[src/rtl/data_io_wide_if.sv]
// RAM write port of the download block: one word per wr/wr_ack handshake.
interface data_io_wide_if #(
    parameter int DATA_WIDTH = 16,
    parameter int ADDR_WIDTH = 25
) ();
    logic                    wr;
    logic                    wr_ack;
    logic [ADDR_WIDTH-1:0]   a;
    logic [DATA_WIDTH-1:0]   d;
    logic [DATA_WIDTH/8-1:0] be;

    modport master (output wr, a, d, be, input wr_ack);
    modport slave  (input wr, a, d, be, output wr_ack);
endinterface

[src/rtl/data_io_wide.sv]
// SPI file-download port: packs bytes into DATA_WIDTH words, buffers and writes them to RAM.
// Optional running byte checksum is built only when DATA_IO_CHECKSUM_EN is defined.
module data_io_wide #(
    parameter int DATA_WIDTH = 16,
    parameter int ADDR_WIDTH = 25,
    parameter int START_ADDR = 0,
    parameter int FIFO_DEPTH = 4,
    parameter bit BIG_ENDIAN = 1'b0
) (
    input  logic          clk,
    input  logic          reset,
    input  logic          spi_sck,
    input  logic          spi_ss,
    input  logic          spi_sdi,
    output logic          downloading,
    output logic [7:0]    index,
    output logic          overflow,
    output logic [15:0]   checksum,
    data_io_wide_if.master ram
);
    localparam int NB = DATA_WIDTH / 8;
    localparam int CW = (NB > 1) ? $clog2(NB) : 1;
    localparam int PW = $clog2(FIFO_DEPTH);

    typedef struct packed {
        logic [ADDR_WIDTH-1:0] a;
        logic [DATA_WIDTH-1:0] d;
        logic [NB-1:0]         be;
    } entry_t;

    typedef enum logic [1:0] {S_IDLE, S_LOAD, S_DRAIN} state_t;

    // SPI oversampling and byte framing
    logic [1:0] r_sck_sync, r_ss_sync, r_sdi_sync;
    logic       r_sck_prev, r_done, r_have_cmd;
    logic [2:0] r_bitcnt;
    logic [7:0] r_shift, r_cmd;
    logic       w_sck_rise;

    assign w_sck_rise = r_sck_sync[1] & ~r_sck_prev;

    always_ff @(posedge clk) begin
        if (reset) begin
            r_sck_sync <= 2'b00;
            r_ss_sync  <= 2'b11;
            r_sdi_sync <= 2'b00;
            r_sck_prev <= 1'b0;
            r_done     <= 1'b0;
            r_bitcnt   <= 3'd0;
            r_shift    <= 8'h00;
            r_have_cmd <= 1'b0;
            r_cmd      <= 8'h00;
        end else begin
            r_sck_sync <= {r_sck_sync[0], spi_sck};
            r_ss_sync  <= {r_ss_sync[0], spi_ss};
            r_sdi_sync <= {r_sdi_sync[0], spi_sdi};
            r_sck_prev <= r_sck_sync[1];
            r_done     <= 1'b0;
            if (r_ss_sync[1]) begin
                r_bitcnt   <= 3'd0;
                r_shift    <= 8'h00;
                r_have_cmd <= 1'b0;
                r_cmd      <= 8'h00;
            end else begin
                if (w_sck_rise) begin
                    r_shift  <= {r_shift[6:0], r_sdi_sync[1]};
                    r_bitcnt <= r_bitcnt + 3'd1;
                    r_done   <= (r_bitcnt == 3'd7);
                end
                // r_shift holds the full byte during the cycle r_done is high
                if (r_done && !r_have_cmd) begin
                    r_cmd      <= r_shift;
                    r_have_cmd <= 1'b1;
                end
            end
        end
    end

    state_t                r_state, w_state_nx;
    logic [ADDR_WIDTH-1:0] r_addr;
    logic [DATA_WIDTH-1:0] r_pack_d, w_word;
    logic [NB-1:0]         r_pack_be, w_be;
    logic [CW-1:0]         r_pack_cnt;
    logic                  w_stb, w_start, w_end, w_dat, w_idx, w_last, w_push;
    int                    w_lane;
    entry_t                w_push_e, w_head;
    entry_t                r_mem [FIFO_DEPTH];
    logic [PW:0]           r_wptr, r_rptr;
    logic                  w_empty, w_full, w_pop;
    logic                  r_wr, r_overflow;
    logic [7:0]            r_index;
    logic [ADDR_WIDTH-1:0] r_a;
    logic [DATA_WIDTH-1:0] r_d;
    logic [NB-1:0]         r_be;

    always_comb begin
        w_stb   = r_done & r_have_cmd;
        w_start = w_stb && (r_cmd == 8'h53) && r_shift[0];
        w_end   = w_stb && (r_cmd == 8'h53) && !r_shift[0] && (r_state == S_LOAD);
        w_dat   = w_stb && (r_cmd == 8'h54) && (r_state == S_LOAD);
        w_idx   = w_stb && (r_cmd == 8'h55);
        w_lane  = BIG_ENDIAN ? (NB - 1 - int'(r_pack_cnt)) : int'(r_pack_cnt);
        w_last  = (int'(r_pack_cnt) == NB - 1);
        w_word  = r_pack_d;
        w_be    = r_pack_be;
        for (int l = 0; l < NB; l++) begin
            if (l == w_lane) begin
                w_word[l*8 +: 8] = r_shift;
                w_be[l]          = 1'b1;
            end
        end
        w_push      = (w_dat && w_last) || (w_end && (|r_pack_be));
        w_push_e.a  = r_addr;
        w_push_e.d  = w_dat ? w_word : r_pack_d;
        w_push_e.be = w_dat ? {NB{1'b1}} : r_pack_be;
    end

    assign w_empty = (r_wptr == r_rptr);
    assign w_full  = (r_wptr[PW] != r_rptr[PW]) && (r_wptr[PW-1:0] == r_rptr[PW-1:0]);
    assign w_pop   = r_wr & ram.wr_ack;
    assign w_head  = r_mem[r_rptr[PW-1:0]];

    always_ff @(posedge clk) begin
        if (w_push && !w_full)
            r_mem[r_wptr[PW-1:0]] <= w_push_e;
    end

    always_ff @(posedge clk) begin
        if (reset) r_state <= S_IDLE;
        else       r_state <= w_state_nx;
    end

    always_comb begin
        w_state_nx = r_state;
        if (w_start) begin
            w_state_nx = S_LOAD;
        end else begin
            case (r_state)
                S_LOAD:  if (w_end) w_state_nx = S_DRAIN;
                S_DRAIN: if (w_empty && !r_wr) w_state_nx = S_IDLE;
                default: ;
            endcase
        end
    end

    always_ff @(posedge clk) begin
        if (reset) begin
            r_addr     <= ADDR_WIDTH'(START_ADDR);
            r_pack_d   <= '0;
            r_pack_be  <= '0;
            r_pack_cnt <= '0;
            r_wptr     <= '0;
            r_rptr     <= '0;
            r_wr       <= 1'b0;
            r_overflow <= 1'b0;
            r_index    <= 8'h00;
            r_a        <= '0;
            r_d        <= '0;
            r_be       <= '0;
        end else begin
            if (w_idx) r_index <= r_shift;
            if (w_start) begin
                // restart: drop anything still queued, including the word on the bus
                r_addr     <= ADDR_WIDTH'(START_ADDR);
                r_pack_d   <= '0;
                r_pack_be  <= '0;
                r_pack_cnt <= '0;
                r_overflow <= 1'b0;
                r_rptr     <= r_wptr;
                r_wr       <= 1'b0;
            end else begin
                if (w_dat) begin
                    if (w_last) begin
                        r_pack_d   <= '0;
                        r_pack_be  <= '0;
                        r_pack_cnt <= '0;
                        r_addr     <= r_addr + ADDR_WIDTH'(NB);
                    end else begin
                        r_pack_d   <= w_word;
                        r_pack_be  <= w_be;
                        r_pack_cnt <= r_pack_cnt + CW'(1);
                    end
                end else if (w_end) begin
                    r_pack_d   <= '0;
                    r_pack_be  <= '0;
                    r_pack_cnt <= '0;
                end
                if (w_push) begin
                    if (w_full) r_overflow <= 1'b1;
                    else        r_wptr     <= r_wptr + (PW+1)'(1);
                end
                // head entry stays in the FIFO until acked
                if (w_pop) begin
                    r_wr   <= 1'b0;
                    r_rptr <= r_rptr + (PW+1)'(1);
                end else if (!r_wr && !w_empty) begin
                    r_wr <= 1'b1;
                    r_a  <= w_head.a;
                    r_d  <= w_head.d;
                    r_be <= w_head.be;
                end
            end
        end
    end

`ifdef DATA_IO_CHECKSUM_EN
    logic [15:0] r_checksum;
    always_ff @(posedge clk) begin
        if (reset || w_start) r_checksum <= 16'h0000;
        else if (w_dat)       r_checksum <= r_checksum + {8'h00, r_shift};
    end
    assign checksum = r_checksum;
`else
    assign checksum = 16'h0000;
`endif

    assign downloading = (r_state != S_IDLE);
    assign index       = r_index;
    assign overflow    = r_overflow;
    assign ram.wr      = r_wr;
    assign ram.a       = r_a;
    assign ram.d       = r_d;
    assign ram.be      = r_be;
endmodule

[src/flat_wrapper.sv]
// flat-port wrapper written by rule: the top's interface ports become plain ports
module data_io_wide_flat 
#(
    parameter int DATA_WIDTH = 16,
    parameter int ADDR_WIDTH = 25,
    parameter int START_ADDR = 0,
    parameter int FIFO_DEPTH = 4,
    parameter bit BIG_ENDIAN = 1'b0
)
  (clk, reset, spi_sck, spi_ss, spi_sdi, downloading, index, overflow, checksum, ram_wr, ram_a, ram_d, ram_be, ram_wr_ack);
  data_io_wide_if #(.DATA_WIDTH(DATA_WIDTH), .ADDR_WIDTH(ADDR_WIDTH)) ram_i ();
  input  logic clk;
  input  logic reset;
  input  logic spi_sck;
  input  logic spi_ss;
  input  logic spi_sdi;
  output logic downloading;
  output logic [7:0] index;
  output logic overflow;
  output logic [15:0] checksum;
  output wire logic [$bits(ram_i.wr)-1:0] ram_wr;
  output wire logic [$bits(ram_i.a)-1:0] ram_a;
  output wire logic [$bits(ram_i.d)-1:0] ram_d;
  output wire logic [$bits(ram_i.be)-1:0] ram_be;
  input wire logic [$bits(ram_i.wr_ack)-1:0] ram_wr_ack;
  assign ram_wr = ram_i.wr;
  assign ram_a = ram_i.a;
  assign ram_d = ram_i.d;
  assign ram_be = ram_i.be;
  assign ram_i.wr_ack = ram_wr_ack;
  data_io_wide #(.DATA_WIDTH(DATA_WIDTH), .ADDR_WIDTH(ADDR_WIDTH), .START_ADDR(START_ADDR), .FIFO_DEPTH(FIFO_DEPTH), .BIG_ENDIAN(BIG_ENDIAN)) u_core (.clk(clk), .reset(reset), .spi_sck(spi_sck), .spi_ss(spi_ss), .spi_sdi(spi_sdi), .downloading(downloading), .index(index), .overflow(overflow), .checksum(checksum), .ram(ram_i));
endmodule
[config.mk]
export PLATFORM = sky130hd
export DESIGN_NAME = data_io_wide_flat
export DESIGN_NICKNAME = d
export VERILOG_FILES = /design/src/rtl/data_io_wide_if.sv /design/src/rtl/data_io_wide.sv /design/src/flat_wrapper.sv
export SDC_FILE = /design/constraint.sdc
export NUM_CORES = 1
export LEC_CHECK = 0
export CAP_MARGIN = 0
export CORE_MARGIN = 3
export CORE_UTILIZATION = 50
export CTS_CLUSTER_DIAMETER = 50
export DETAILED_ROUTE_END_ITERATION = 8
export PLACE_DENSITY = 0.68
export REMOVE_ABC_BUFFERS = 1
export SETUP_SLACK_MARGIN = 0.05
export SLEW_MARGIN = 25
export SYNTH_ARGS = -nofsm -noshare
export SYNTH_HDL_FRONTEND = slang
export SYNTH_SLANG_ARGS = --single-unit
[constraint.sdc]
create_clock -name clk -period 4.08 [get_ports clk]
set_clock_uncertainty 0.15 [all_clocks]
set_input_delay 0.408 -clock clk [delete_from_list [all_inputs] [get_ports clk]]
set_output_delay 0.408 -clock clk [all_outputs]
set_load 0.1 [all_outputs]
==> results.cfg, run 1 <==
[clock_tree]
root_buffer = clkbuf_16
clock_sinks = 297
cts-htree-levels = 2
cts_buffers = 34
post_cts_buffers = 0
post_cts_resized = 0
cts_tree = yes
hold_buffers = 0
clk_latency_ns = 0.50
clock_path_buffers = 3
clkSlewWorstSetupHoldPaths_ns = 0.05

[placed_design]
place_inst = 1220
routabilityCongestion = 0.768
port_buffers = 58
place_ws_ns = 1.18
hpwl_um = 14600
placed_cell_area_mm2 = 0.0126

[global_routing]
grt_pass1_vias = 7014
groute.usage.overall_pct = 19.0
grt_max_degree = 48
grt_antenna_before_repair = 0
grt-ovfl-total = 0
grt_pass1_wl_um = 39000

[yosys]
synth_top_area_share_pct = 42.4
synth_xor_area_share_pct = 0.442
synth_simple_gate_area_share_pct = 11.7
synth_top_family_by_area = simple AND/OR/NAND/NOR gates
ys_seq_area_share_pct = 64.2
synthArstFlopShare_pct = 0
ys_ff_latch = 297
ys_warn_count = 0
syn_area_per_cell_um2 = 13.3
yosysMostFrequentCell = edfxtp_1
netlist_area_mm2 = 0.0119
yosys-mux-area-fraction_pct = 10.3
synth_common_cells = 168 x edfxtp_1, 129 x dfxtp_1, 86 x a21oi_1, 68 x nand3_1, 67 x nand2_1
post_synth_fa_ha_maj_area_fraction_pct = 1.16
ys.flop_type = edfxtp_1
syn_inst = 896
yosys.area.top_type = edfxtp_1
synth_compound_area_share_pct = 8.24
ys_types = 61
synth_area_leaders = edfxtp_1 42%, dfxtp_1 22%, mux4_2 8.0%
synth_edf_count = 168

[layout]
drive_above_1_share_pct = 14.6
final_cell_count_no_fill = 1281
nFillCells = 1814
antenna_cells = 0
postLayoutCellArea_mm2 = 0.0137
syn_to_final_growth_pct = 15.0
fin_util_pct = 59.5
finalNetCount = 960

[timing]
setup_tns_ns = 0
holdWs_ns = 0.264
maxSlewViolCount = 0
setup_viol = 0
hold_viol = 0
fin_crit_sh_pct = 70.4
maxSlewHeadroom_pct = 34.0
tightest_slew_ns = 0.987
finalWorstSetupSlack_ns = 1.21
rsz0062_at_grt = false
fmax_mhz = 348
period_needed_ns = 2.87

[worst_setup_path]
crit_arrival_ns = 2.90
required_ns = 4.11
end_kind = flip-flop
reg2reg_depth = 5
r2r_slack_ns = 1.21
crit_type = flip-flop to flip-flop
rr_startpoint = u_core.r_wptr[2]$_SDFFE_PP0P_
crit_fanout = 16
start_kind = flip-flop
timing.rr.end = u_core.r_mem[1][41]$_DFFE_PP_

[floorplan]
rows = 55
die_area_mm2 = 0.0257
io_pins = 76
dieWidth_um = 160
core_area_mm2 = 0.0230
die_h_um = 160
initial_utilization_pct = 51.7

[power]
leakagePower_nw = 3.99
ir_worst_vdd_v = 0.000245
total_power_mw = 6.08
power.density_mw_per_mm2 = 445

[detailed_routing]
routed_via_density = 5.71
num_vias = 7311
drt_iter0_drc = 588
drt-total-wl_um = 24200
ant_nets = 0
post_drt_wl_per_cell_um = 18.9
dr.pass1.iters = 5
route.detailed.drc = 0

[min_path]
holdCritStartpoint = u_core.r_ss_sync[0]$_SDFF_PP1_
hold_path_class = flip-flop to flip-flop
min_to = u_core.r_ss_sync[1]$_SDFF_PP1_
hold_depth = 1

[job]
cap_viol_max_count = 0

[outcome]
status = completed
[area by class of cell]
class / count / area [µm²] / area share, %
sequential: 297 / 7630 / 55.8
multi-input combinational: 526 / 3880 / 28.4
clock buffer: 45 / 923 / 6.76
timing repair buffer: 73 / 688 / 5.03
tap: 313 / 392 / 2.86
clock inverter: 16 / 119 / 0.870
inverter: 11 / 41.3 / 0.302
[routing by layer]
metal	GRT usage (%)	routed length, µm	vias up	share of wire, %
li1	-	-	3450	-
met1	27.6	11000	3610	45
met2	29.7	11400	216	47
met3	2.96	1350	35	5.6
met4	5.52	470	0	1.9
met5	0	0	-	0
[layout by cell type (no fill, tap or decap), drive strengths merged, types with 22 or more instances in the layout]
cell type,synthesis,final
nor2,22,22
dfxtp,129,129
o21ai,55,55
clkdlybuf4s50,0,57
nand3,68,68
mux4,42,42
nand2,68,68
clkbuf,30,45
edfxtp,168,168
a21oi,88,88
[power by group]
group          internal (mW)  switching (mW)
Combinational         0.0181           0.116
Sequential              3.13         0.00235
Clock                   1.67            1.14
[sequential cells by signal (all words and copies together) (netlist names), 2 cells and up]
| signal | cells |
|---|---|
| u_core.r_sdi_sync | 2 |
| u_core.r_bitcnt | 3 |
| u_core.r_sck_sync | 2 |
| u_core.r_ss_sync | 2 |
| u_core.index | 8 |
| u_core.ram.d | 16 |
| u_core.r_rptr | 3 |
| u_core.ram.a | 24 |
| u_core.r_wptr | 3 |
| u_core.ram.be | 2 |
| u_core.r_shift | 8 |
| u_core.r_pack_d | 16 |
| u_core.r_cmd | 8 |
| u_core.r_mem | 168 |
| u_core.r_addr | 24 |
| u_core.r_state | 2 |
[logic make-up after synthesis]
logic type	Yosys count
adders and majority gates	11
DFF	297
xor gates and xnor gates	6
AOI/OAI and AO/OA	172
other	1
buffers and inverters	89
muxes	68
and+or+nand+nor	252
[critical path: stages, from the launching register on]
cell       delay, ns
dfxtp_1         0.33
xnor2_1         0.44
and3b_1         0.30
a2111oi_2       0.46
and2_2          0.52
buf_4           0.33
[worst max path at each step]
stage	from	end	cells past startpoint
CTS	u_core.r_wptr[2]$_SDFFE_PP0P_	u_core.r_mem[1][41]$_DFFE_PP_	5
detailed placement	u_core.r_state[1]$_SDFFE_PP0P_	u_core.r_mem[1][41]$_DFFE_PP_	7
floorplan	u_core.r_rptr[0]$_SDFFE_PP0P_	u_core.r_mem[3][0]$_DFFE_PP_	4
global route	u_core.r_state[1]$_SDFFE_PP0P_	u_core.r_mem[1][41]$_DFFE_PP_	7
finish	u_core.r_wptr[2]$_SDFFE_PP0P_	u_core.r_mem[1][41]$_DFFE_PP_	5
global placement	u_core.r_state[1]$_SDFFE_PP0P_	u_core.r_mem[1][34]$_DFFE_PP_	7
(Power assumes the default switching activity.)
==> inputs of run 2 (changes only) <==
- PLACE_DENSITY: 0.68 -> 0.71
- clock period: 4.08 -> 2.6 ns (I/O delays scaled with it)
==> run 2 against run 1 <==
Compared with the run above: sequential cell count stayed put; sequential share of layout area is 1.0 points lower; die area stayed put; sequential power is 57% higher; combinational power is 60% higher; clock-buffer cell count stayed put; utilization is 1.1 points higher; fmax is 21% higher; setup slack worse by 0.99 ns; clock power is 67% higher; final area is 1.9% higher; critical path type unchanged; critical endpoint is now u_core.r_mem[2][13]$_DFFE_PP_; largest cell class unchanged; largest power group unchanged.
==> results.cfg, run 2 (synthesis gave the netlist of run 1 again) <==
[outcome]
status = completed

[clock_tree]
cts_buffers = 35
cts_tree = yes
clock_path_buffers = 3
root_buffer = clkbuf_16
cts-htree-levels = 2
clk_latency_ns = 0.51
clkSlewWorstSetupHoldPaths_ns = 0.06
clock_sinks = 297

[floorplan]
die_area_mm2 = 0.0257
dieWidth_um = 160
rows = 55
core_area_mm2 = 0.0230
initial_utilization_pct = 51.7
io_pins = 76
die_h_um = 160

[global_routing]
grt_pass1_wl_um = 41100
groute.usage.overall_pct = 19.9
grt_pass1_vias = 7523
grt-ovfl-total = 0
grt_antenna_before_repair = 0
grt_max_degree = 45

[layout]
final_cell_mix = 168 x edfxtp_1, 127 x dfxtp_1, 86 x a21oi_1, 85 x buf_4, 68 x nand3_1
antenna_cells = 0
largest_reg_flops = 168
drive_above_1_share_pct = 22.8
finalNetCount = 987
fin_util_pct = 60.6
final_common_cell = edfxtp_1
final_cell_count_no_fill = 1310
postLayoutCellArea_mm2 = 0.0139
syn_to_final_growth_pct = 17.2

[detailed_routing]
ant_nets = 0
route.detailed.drc = 0
drt_iter0_drc = 636
post_drt_wl_per_cell_um = 19.1
routed_via_density = 5.71
dr.pass1.iters = 6
num_vias = 7480
drt-total-wl_um = 25000

[timing]
setup_tns_ns = 0
holdWs_ns = 0.165
setup_viol = 0
period_needed_ns = 2.38
maxSlewViolCount = 0
fin_crit_sh_pct = 91.4
hold_viol = 0
rsz0062_at_grt = false
tightest_slew_ns = 0.883
maxSlewHeadroom_pct = 41.1
fmax_mhz = 421
finalWorstSetupSlack_ns = 0.223

[worst_setup_path]
required_ns = 2.66
path_buf_inv = 3
path_delay_family = simple AND/OR/NAND/NOR gates
crit_arrival_ns = 2.43
start_kind = flip-flop
end_kind = flip-flop
crit_top_cell = buf_4
crit_type = flip-flop to flip-flop
crit_fanout = 9
crit_chain = inv_1, ha_4, nor2b_1, nand3_1, a2111oi_2, buf_4, and2_2, buf_4
slowest_delay_ns = 0.41
crit_path_top_delay_cell = a2111oi_2

[power]
power.density_mw_per_mm2 = 705
leakagePower_nw = 4.31
ir_worst_vdd_v = 0.000637
total_power_mw = 9.82

[placed_design]
place_inst = 1245
placed_cell_area_mm2 = 0.0128
port_buffers = 58
place_ws_ns = 0.0460
hpwl_um = 15600
routabilityCongestion = 0.781

[job]
cap_viol_max_count = 0

[min_path]
hold_path_class = input pin to flip-flop
[run 2: changes by cell type in the layout (fill, tap and decap cells not counted), moves of 2 or more]
cell,previous run,this run
clkinv_2,6,4
clkbuf_16,35,37
buf_4,15,85
buf_12,0,7
clkdlybuf4s50_1,57,4
clkinvlp_4,0,2
inv_6,3,7
clkbuf_1,9,5
[run 2: what timing repair did]
item,4_1_cts,5_1_grt
setup endpoints to repair,0,168
gates resized for setup,0,4
hold buffers,1,0
buffers inserted,0,0
hold endpoints to repair,4,0
[run 2: metal layers]
layer,up-vias,wire length (µm),global-route usage (%)
met5,-,0,0
met3,40,1310,3.22
met4,0,435,5.48
met1,3713,11100,27.6
met2,225,12100,32.8
li1,3502,-,-
[run 2: worst paths after layout]
kind                                                      from                              end  slack (ns)  cells past startpoint
worst max register to register  u_core.r_state[1]$_SDFFE_PP0P_    u_core.r_mem[2][13]$_DFFE_PP_        0.22                      8
worst min-delay path                                   spi_sdi  u_core.r_sdi_sync[0]$_SDFF_PP0_        0.16                      2
worst max-delay path            u_core.r_state[1]$_SDFFE_PP0P_    u_core.r_mem[2][13]$_DFFE_PP_        0.22                      8
worst min register to register  u_core.r_ss_sync[0]$_SDFF_PP1_   u_core.r_ss_sync[1]$_SDFF_PP1_        0.26                      1
[run 2: cell type report]
type	instances	area, µm²
Clock inverter	19	150
Inverter	11	41.3
Multi-Input combinational cell	526	3890
Fill cell	1811	9060
Clock buffer	45	977
Tap cell	313	392
Sequential cell	297	7630
Timing Repair Buffer	99	845
[run 2: power breakdown]
part,switching (mW),internal (mW),total (mW)
Sequential,0.00335,4.92,4.92
Clock,1.89,2.79,4.68
Combinational,0.183,0.0313,0.214
Total,2.08,7.74,9.82
